<file path="config.mk">
export PLATFORM = sky130hd
export DESIGN_NAME = ahb_manager_elastic_buffer
export DESIGN_NICKNAME = d
export VERILOG_FILES = /design/src/rtl/ahb_manager_elastic_buffer.sv
export SDC_FILE = /design/constraint.sdc
export NUM_CORES = 1
export LEC_CHECK = 0
export BUFFER_PORTS_ARGS = -buffer_cell sky130_fd_sc_hd__buf_2
export CAP_MARGIN = 20
export CORE_MARGIN = 8
export CORE_UTILIZATION = 55
export DETAILED_ROUTE_END_ITERATION = 7
export GPL_TIMING_DRIVEN = 0
export HOLD_SLACK_MARGIN = 0.15
export PLACE_DENSITY = 0.82
export SLEW_MARGIN = 15
export SYNTH_ARGS = -nofsm -noshare
export SYNTH_HDL_FRONTEND = slang
export SYNTH_SLANG_ARGS = --single-unit
</file>
<file path="constraint.sdc">
create_clock -name i_hclk -period 4.59 [get_ports i_hclk]
set_input_delay 0.918 -clock i_hclk [delete_from_list [all_inputs] [get_ports i_hclk]]
set_output_delay 0.918 -clock i_hclk [all_outputs]
set_load 0.005 [all_outputs]
</file>
<file path="src/rtl/ahb_manager_elastic_buffer.sv">
// rtl/ahb_manager_elastic_buffer.sv - N-entry elastic buffer with registered upstream stall
module ahb_manager_elastic_buffer #(
    parameter int WDT     = 32,
    parameter int DEPTH   = 2,
    parameter bit REG_OUT = 1'b0
) (
    input  logic                       i_hclk,
    input  logic                       i_hreset_n,
    input  logic                       i_flush,
    input  logic                       i_valid,
    input  logic [WDT-1:0]             i_data,
    output logic                       o_stall,
    output logic                       o_valid,
    output logic [WDT-1:0]             o_data,
    input  logic                       i_stall,
    output logic [$clog2(DEPTH+1)-1:0] o_level
);

    localparam int LW = $clog2(DEPTH + 1);
    localparam int PW = $clog2(DEPTH);
    localparam logic [LW-1:0] FULL = LW'(DEPTH);
    localparam logic [PW-1:0] LAST = PW'(DEPTH - 1);

    logic [WDT-1:0] mem [DEPTH];
    logic [PW-1:0]  rd_ptr;
    logic [PW-1:0]  wr_ptr;
    logic [LW-1:0]  count;
    logic [LW-1:0]  count_nxt;
    logic           stall_q;
    logic           empty;
    logic           accept;
    logic           transfer;
    logic           bypass;
    logic           push;
    logic           pop;

    // Explicit wrap so non-power-of-two depths cycle through exactly DEPTH slots.
    function automatic logic [PW-1:0] ptr_inc(input logic [PW-1:0] p);
        return (p == LAST) ? '0 : p + 1'b1;
    endfunction

    assign empty   = (count == '0);
    assign o_stall = stall_q;
    assign o_level = count;

    always_comb begin
        o_valid = !empty;
        o_data  = mem[rd_ptr];
        if (!REG_OUT) begin
            o_valid = !empty || i_valid;
            o_data  = empty ? i_data : mem[rd_ptr];
        end
    end

    assign accept    = i_valid && !stall_q;
    assign transfer  = o_valid && !i_stall;
    // An empty buffer hands a beat straight through when the consumer takes it.
    assign bypass    = !REG_OUT && empty && i_valid && !i_stall;
    assign push      = accept && !bypass;
    assign pop       = transfer && !empty;
    assign count_nxt = count + LW'(push) - LW'(pop);

    always_ff @(posedge i_hclk or negedge i_hreset_n) begin
        if (!i_hreset_n) begin
            rd_ptr  <= '0;
            wr_ptr  <= '0;
            count   <= '0;
            stall_q <= 1'b0;
        end else if (i_flush) begin
            rd_ptr  <= '0;
            wr_ptr  <= '0;
            count   <= '0;
            stall_q <= 1'b0;
        end else begin
            if (push) wr_ptr <= ptr_inc(wr_ptr);
            if (pop)  rd_ptr <= ptr_inc(rd_ptr);
            count   <= count_nxt;
            stall_q <= (count_nxt == FULL);
        end
    end

    always_ff @(posedge i_hclk) begin
        if (push) mem[wr_ptr] <= i_data;
    end

    always @(posedge i_hclk) begin
        if (i_hreset_n) begin
            assert (!(push && count == FULL));
            assert (!(pop && empty));
        end
    end

endmodule

</file>
; ---- Word level (Yosys, flattened, before mapping)
; Memories as Yosys holds them, arrays and structs flattened.
; Index checks and enable logic that the tools add are counted.
; W data, S select, Z words.
[totals]
out_inout_bits = 36
mem_count = 1
ramBits = 64
register_bits = 5
elab_cells = 35
[memory_table]
columns = memory, words, word_bits, rd, rd_clocked_by_memory_dff, write_ports, line_no
row1 = mem, 2, 32, 1, 0, 1, 24  ; logic [WDT-1:0] mem [DEPTH];
[classes]
n_reduce_logical = 14
mux = 11
n_addsub = 4
n_eq_ne = 1
[ops]
columns = operator, n
row1 = $mux W32, 1
row2 = $mux W1, 9
row3 = $logic_and A1 B1 Y1, 6
row4 = $logic_not A1 Y1, 4
row5 = $reduce_bool A2 Y1, 2
row6 = $add A1 B1 Y1 const B, 2
row7 = $add A2 B1 Y2, 1
row8 = $eq A2 B2 Y1 const B, 1
row9 = $logic_not A2 Y1, 1
row10 = $mux W2, 1
row11 = $sub A2 B1 Y2, 1
row12 = $logic_or A1 B1 Y1, 1

; ---- Logic depth before layout (Yosys ltp)
[depth]
word_depth = 9
depth_mapped = 9

; ---- Least setup slack after synthesis
; No wires, ideal clock.
[synth_path]
path_type = input to register
startpoint = input i_valid
endpoint = memory mem[0][0] (enable)
n_path_buf = 0
stages = 3
t_arrival_ps = 2511
required_time_ps = 4169
slack_ps = 1658
setup_ps = 421
path_cell_list = nor2b_1 o21ai_2 nor2_1
[synth_between]
elab_chain_cells = 6
[synth_lines]
columns = element, line_no
row1 = "start, declared", 10  ; input logic i_valid,
row2 = $logic_and A1 B1 Y1 (2 in series), 58  ; assign bypass = !REG_OUT && empty && i_valid && !i_stall;
row3 = $logic_not A1 Y1, 59  ; assign push = accept && !bypass;
row4 = $logic_and A1 B1 Y1 (*), 59
row5 = $mux W1 (*), 83  ; if (push) mem[wr_ptr] <= i_data;
row6 = $mux W1 (not written as such) (*), 83
row7 = "end, declared", 24
; Mark *: on every way between the ends. The rest lies on a longest branch, timed or not.

; ---- Final worst setup path
[layout_path]
startpoint = register count[1], in the netlist o_level[1]
endpoint = output o_data[28]
[layout_between]
elab_chain_cells = 2
[layout_lines]
columns = element, line_no
row1 = "start, declared", 27  ; logic [LW-1:0] count;
row2 = "start signal, assigned", 77  ; count <= count_nxt;
row3 = $logic_not A2 Y1, 42  ; assign empty = (count == '0);
row4 = $mux W32, 51  ; o_data = empty ? i_data : mem[rd_ptr];
row5 = "end, declared", 14  ; output logic [WDT-1:0] o_data,
; Every way passes these cells.

==> results.rst <==
.. list-table::
   :header-rows: 1

   * - Metric
     - Value
   * - Ant. Diodes
     - 0
   * - Share of cells above drive strength 1
     - roughly a third
   * - Number of gates given a new drive strength after cts
     - 0
   * - Detail Route Antenna Nets
     - 0
   * - Internal Dissipation
     - around 1300 µW
   * - Mean cell area of the mapped netlist
     - 14.4 µm²
   * - Clock transition at the register clock pins on the worst setup and hold paths after CTS
     - ~70 ps
   * - Skew final
     - ~6.6 ps
   * - Pin count of the biggest net entering global routing
     - 19
   * - Clock tree buffer depth
     - 2
   * - Depth of the CTS H-tree
     - 3
   * - Syn nets
     - ~240
   * - Number of placement rows
     - 26
   * - Post-Place Cell Area
     - roughly 3400 µm²
   * - CTS tree
     - yes
   * - Pwr Density
     - a little under 600 nW/µm²
   * - Setup slack of the most critical reg-to-reg path
     - ~2600 ps
   * - Clock Latency Late Sink
     - 330 ps
   * - Finished Core Util
     - 69.5%
   * - Leakage power
     - between 0.001 and 0.0015 µW
   * - Post-route fraction of the period consumed by the critical path
     - 58.2%
   * - Initial core utilization
     - about 56%
   * - All-Layer GR Usage
     - roughly 16%
   * - Kind of path behind the tightest hold check
     - in2async
   * - Vias in the first global route
     - 1,918
   * - Core area
     - between 5000 and 6000 µm²
   * - Unique masters post-synth
     - 22
   * - Final net count
     - roughly 320
   * - Critical register-to-register path endpoint
     - o_stall$_DFF_PN0_
   * - Final weighted congestion of routability-driven global placement
     - ~0.7
   * - Final Hold Violating Endpoints
     - 0
   * - Worst Path Class, Setup
     - reg2out
   * - Data required time of the worst path
     - about 3700 ps
   * - MaxCap Viol Count
     - 0
   * - Global-route wire length before repair
     - between 8000 and 9000 µm
   * - Total of buffers placed on input and output ports
     - 72
   * - Total congestion overflow after global routing
     - 0
   * - Min cycle time layout
     - roughly 2700 ps
   * - Count of hold buffers inserted by post-cts repair
     - 0
   * - Power share of the sequential group
     - about two fifths
   * - Die Height
     - 88.1 µm
   * - Number of standard cells after synthesis
     - 199
   * - Total wire length
     - about 5700 µm
   * - Vias
     - 1,867
   * - Synth-to-Final Area Change
     - 23.4%
   * - Crit path setup slack, layout
     - 1920 ps
   * - RSZ-0062 raised after global routing
     - false
   * - HPWL after detailed placement
     - 3960 µm
   * - Area of the die
     - around 7800 µm²
   * - Slew at the pin closest to its max-slew limit
     - roughly 550 ps
   * - Average wire length per cell after detail routing
     - around 16 µm
   * - DRC violation count after routing
     - 0
   * - Number of antenna violations at the first check in global routing
     - 0
   * - Yosys warnings
     - 0
   * - Worst setup slack after placement
     - around 2200 ps
   * - Root Driver
     - clkbuf_8
   * - CP arrival
     - 1760 ps
   * - VDD IR-drop max
     - just under 0.4 mV
   * - Relative contribution of the clock network to total power
     - between 10% and 20%
   * - Outcome
     - complete, no violations
   * - First-pass iteration count of the detailed router
     - 5
   * - Maximum fanout along the worst path
     - 10
   * - Total setup violations reported at the end of the flow
     - 0
   * - Critical path launch point type
     - register
   * - First-iteration detailed-routing DRC count
     - 78
   * - Max-slew violation count
     - 0
   * - Cts bufs inserted
     - 9
   * - Die span in x
     - 88.1 µm
   * - Total instance count after detailed placement
     - about 340
   * - Vias per std cell
     - approximately 5.2
   * - Count of state elements after synthesis
     - 69
   * - Design Area, Final
     - roughly 3500 µm²
   * - Origin of the critical flop-to-flop path
     - o_level[1]$_DFF_PN0_
   * - Net switching power of the design
     - about 700 µW
   * - Kind of end point of the critical path
     - output port
   * - Worst slew margin relative to its limit
     - ~63%
   * - Timing-limited maximum frequency
     - 374 MHz
   * - Sequential fraction of the synthesis area
     - 71.6%
   * - Sw Ratio
     - between 30 and 40%
   * - Clock tree sinks
     - roughly 70
   * - Power share of the combinational group
     - between 30% and 40%
   * - Cell count of the worst reg-to-reg path
     - 9
   * - Post-route insts no fill
     - 359
   * - I/O Pins
     - between 70 and 80
   * - Synth Cell Area
     - about 2900 µm²
   * - Final-layout setup total negative slack
     - 0 ps
   * - Total setup buffers inserted after CTS
     - 0
==> worst max-delay path, cell delays in order (launching register included) <==
cell and delay, ps:
dfrtp_1 430, nor2_2 210, clkbuf_1 360, nand2_1 110
o21ai_0 140, buf_2 180
==> how the worst max path moves through the flow <==
stage                                    start                    to
after floorplan                        i_valid   mem[0][0]$_DFFE_PP_
after global routing      o_level[1]$_DFF_PN0_            o_data[28]
final                     o_level[1]$_DFF_PN0_            o_data[28]
after CTS                 o_level[1]$_DFF_PN0_            o_data[28]
after global placement                 i_valid  mem[1][11]$_DFFE_PP_
after detailed placement               i_valid               o_valid
==> power by group through the flow <==
| stage | clock [µW] | sequential (µW) | combinational, µW |
|---|---|---|---|
| 2_1_floorplan | 0 | 861 | 452 |
| 3_3_place_gp | 0 | 866 | 774 |
| 3_5_place_dp | 0 | 863 | 820 |
| 4_1_cts | 393 | 851 | 828 |
| 5_1_grt | 420 | 860 | 897 |
| 6_report | 385 | 850 | 809 |
==> state kept, by name, summed over array words and instances (netlist names) <==
name,count
mem,64
o_level,2
o_stall,1
rd_ptr,1
wr_ptr,1
==> cell usage after synthesis <==
cell type	n	area share (%)
a21oi_1	1	0.17
buf_2	4	0.70
buf_4	3	0.79
buf_6	1	0.39
clkbuf_1	3	0.39
dfrtp_1	5	4.4
edfxtp_1	64	67
ha_1	2	0.88
inv_1	2	0.26
mux2_1	1	0.39
mux2i_1	32	11
nand2_1	32	4.2
nor2_1	6	0.79
nor2_2	1	0.22
nor2b_1	2	0.44
nor3_1	1	0.17
o21ai_0	33	5.8
o21ai_2	1	0.31
or2_1	1	0.22
or3_1	2	0.44
xnor2_1	1	0.31
xor2_1	1	0.31
==> stage by stage <==
step / power [µW] / hold slack [ps]
floorplan: 1310 / 582
global placement: 1640 / 592
detailed placement: 1680 / 650
CTS: 2070 / 389
global route: 2180 / 390
finish: 2040 / 395
==> per-layer routing <==
metal  global-route usage, %  wire [µm]  up-vias
li1                        -          -      901
met1                    18.1       2380      879
met2                    25.3       2850       78
met3                    5.16        413        9
met4                    7.68         79        0
met5                       0          0        -
==> cell type report <==
| class | count | area [µm²] |
|---|---|---|
| buffer | 11 | 65.1 |
| clock buffer | 12 | 135 |
| clock inverter | 4 | 15.0 |
| fill | 355 | 1550 |
| inverter | 2 | 7.51 |
| multi-input combinational | 117 | 753 |
| sequential | 69 | 2050 |
| tap | 70 | 87.6 |
| timing repair buffer | 74 | 415 |
==> kinds of logic (layout without fill, tap and decap cells) <==
| family | Yosys count | after routing | share of synthesized area, % |
|---|---|---|---|
| flip-flops | 69 | 69 | 71.6 |
| AND/OR/NAND/NOR | 45 | 45 | 6.48 |
| AO/OA/AOI/OAI | 35 | 35 | 6.26 |
| multiplexers | 33 | 33 | 11.6 |
| buffers and inverters | 13 | 103 | 2.54 |
| adder cells (fa/ha/maj) | 2 | 2 | 0.876 |
| XOR/XNOR | 2 | 2 | 0.613 |
==> cell usage in the layout, fill, tap and decap left out, types with 2 or more instances in the layout <==
cell type,synthesis,routed
nand2_1,32,32
ha_1,2,2
dfrtp_1,5,5
edfxtp_1,64,64
nor2_4,0,2
mux2i_1,32,32
buf_2,4,76
nor2b_1,2,2
clkinv_1,0,4
clkbuf_8,0,9
clkbuf_1,3,6
inv_1,2,2
buf_4,3,3
buf_16,0,2
o21ai_0,33,33
or3_1,2,2
nor2_1,6,4
(Power assumes the default switching activity.)
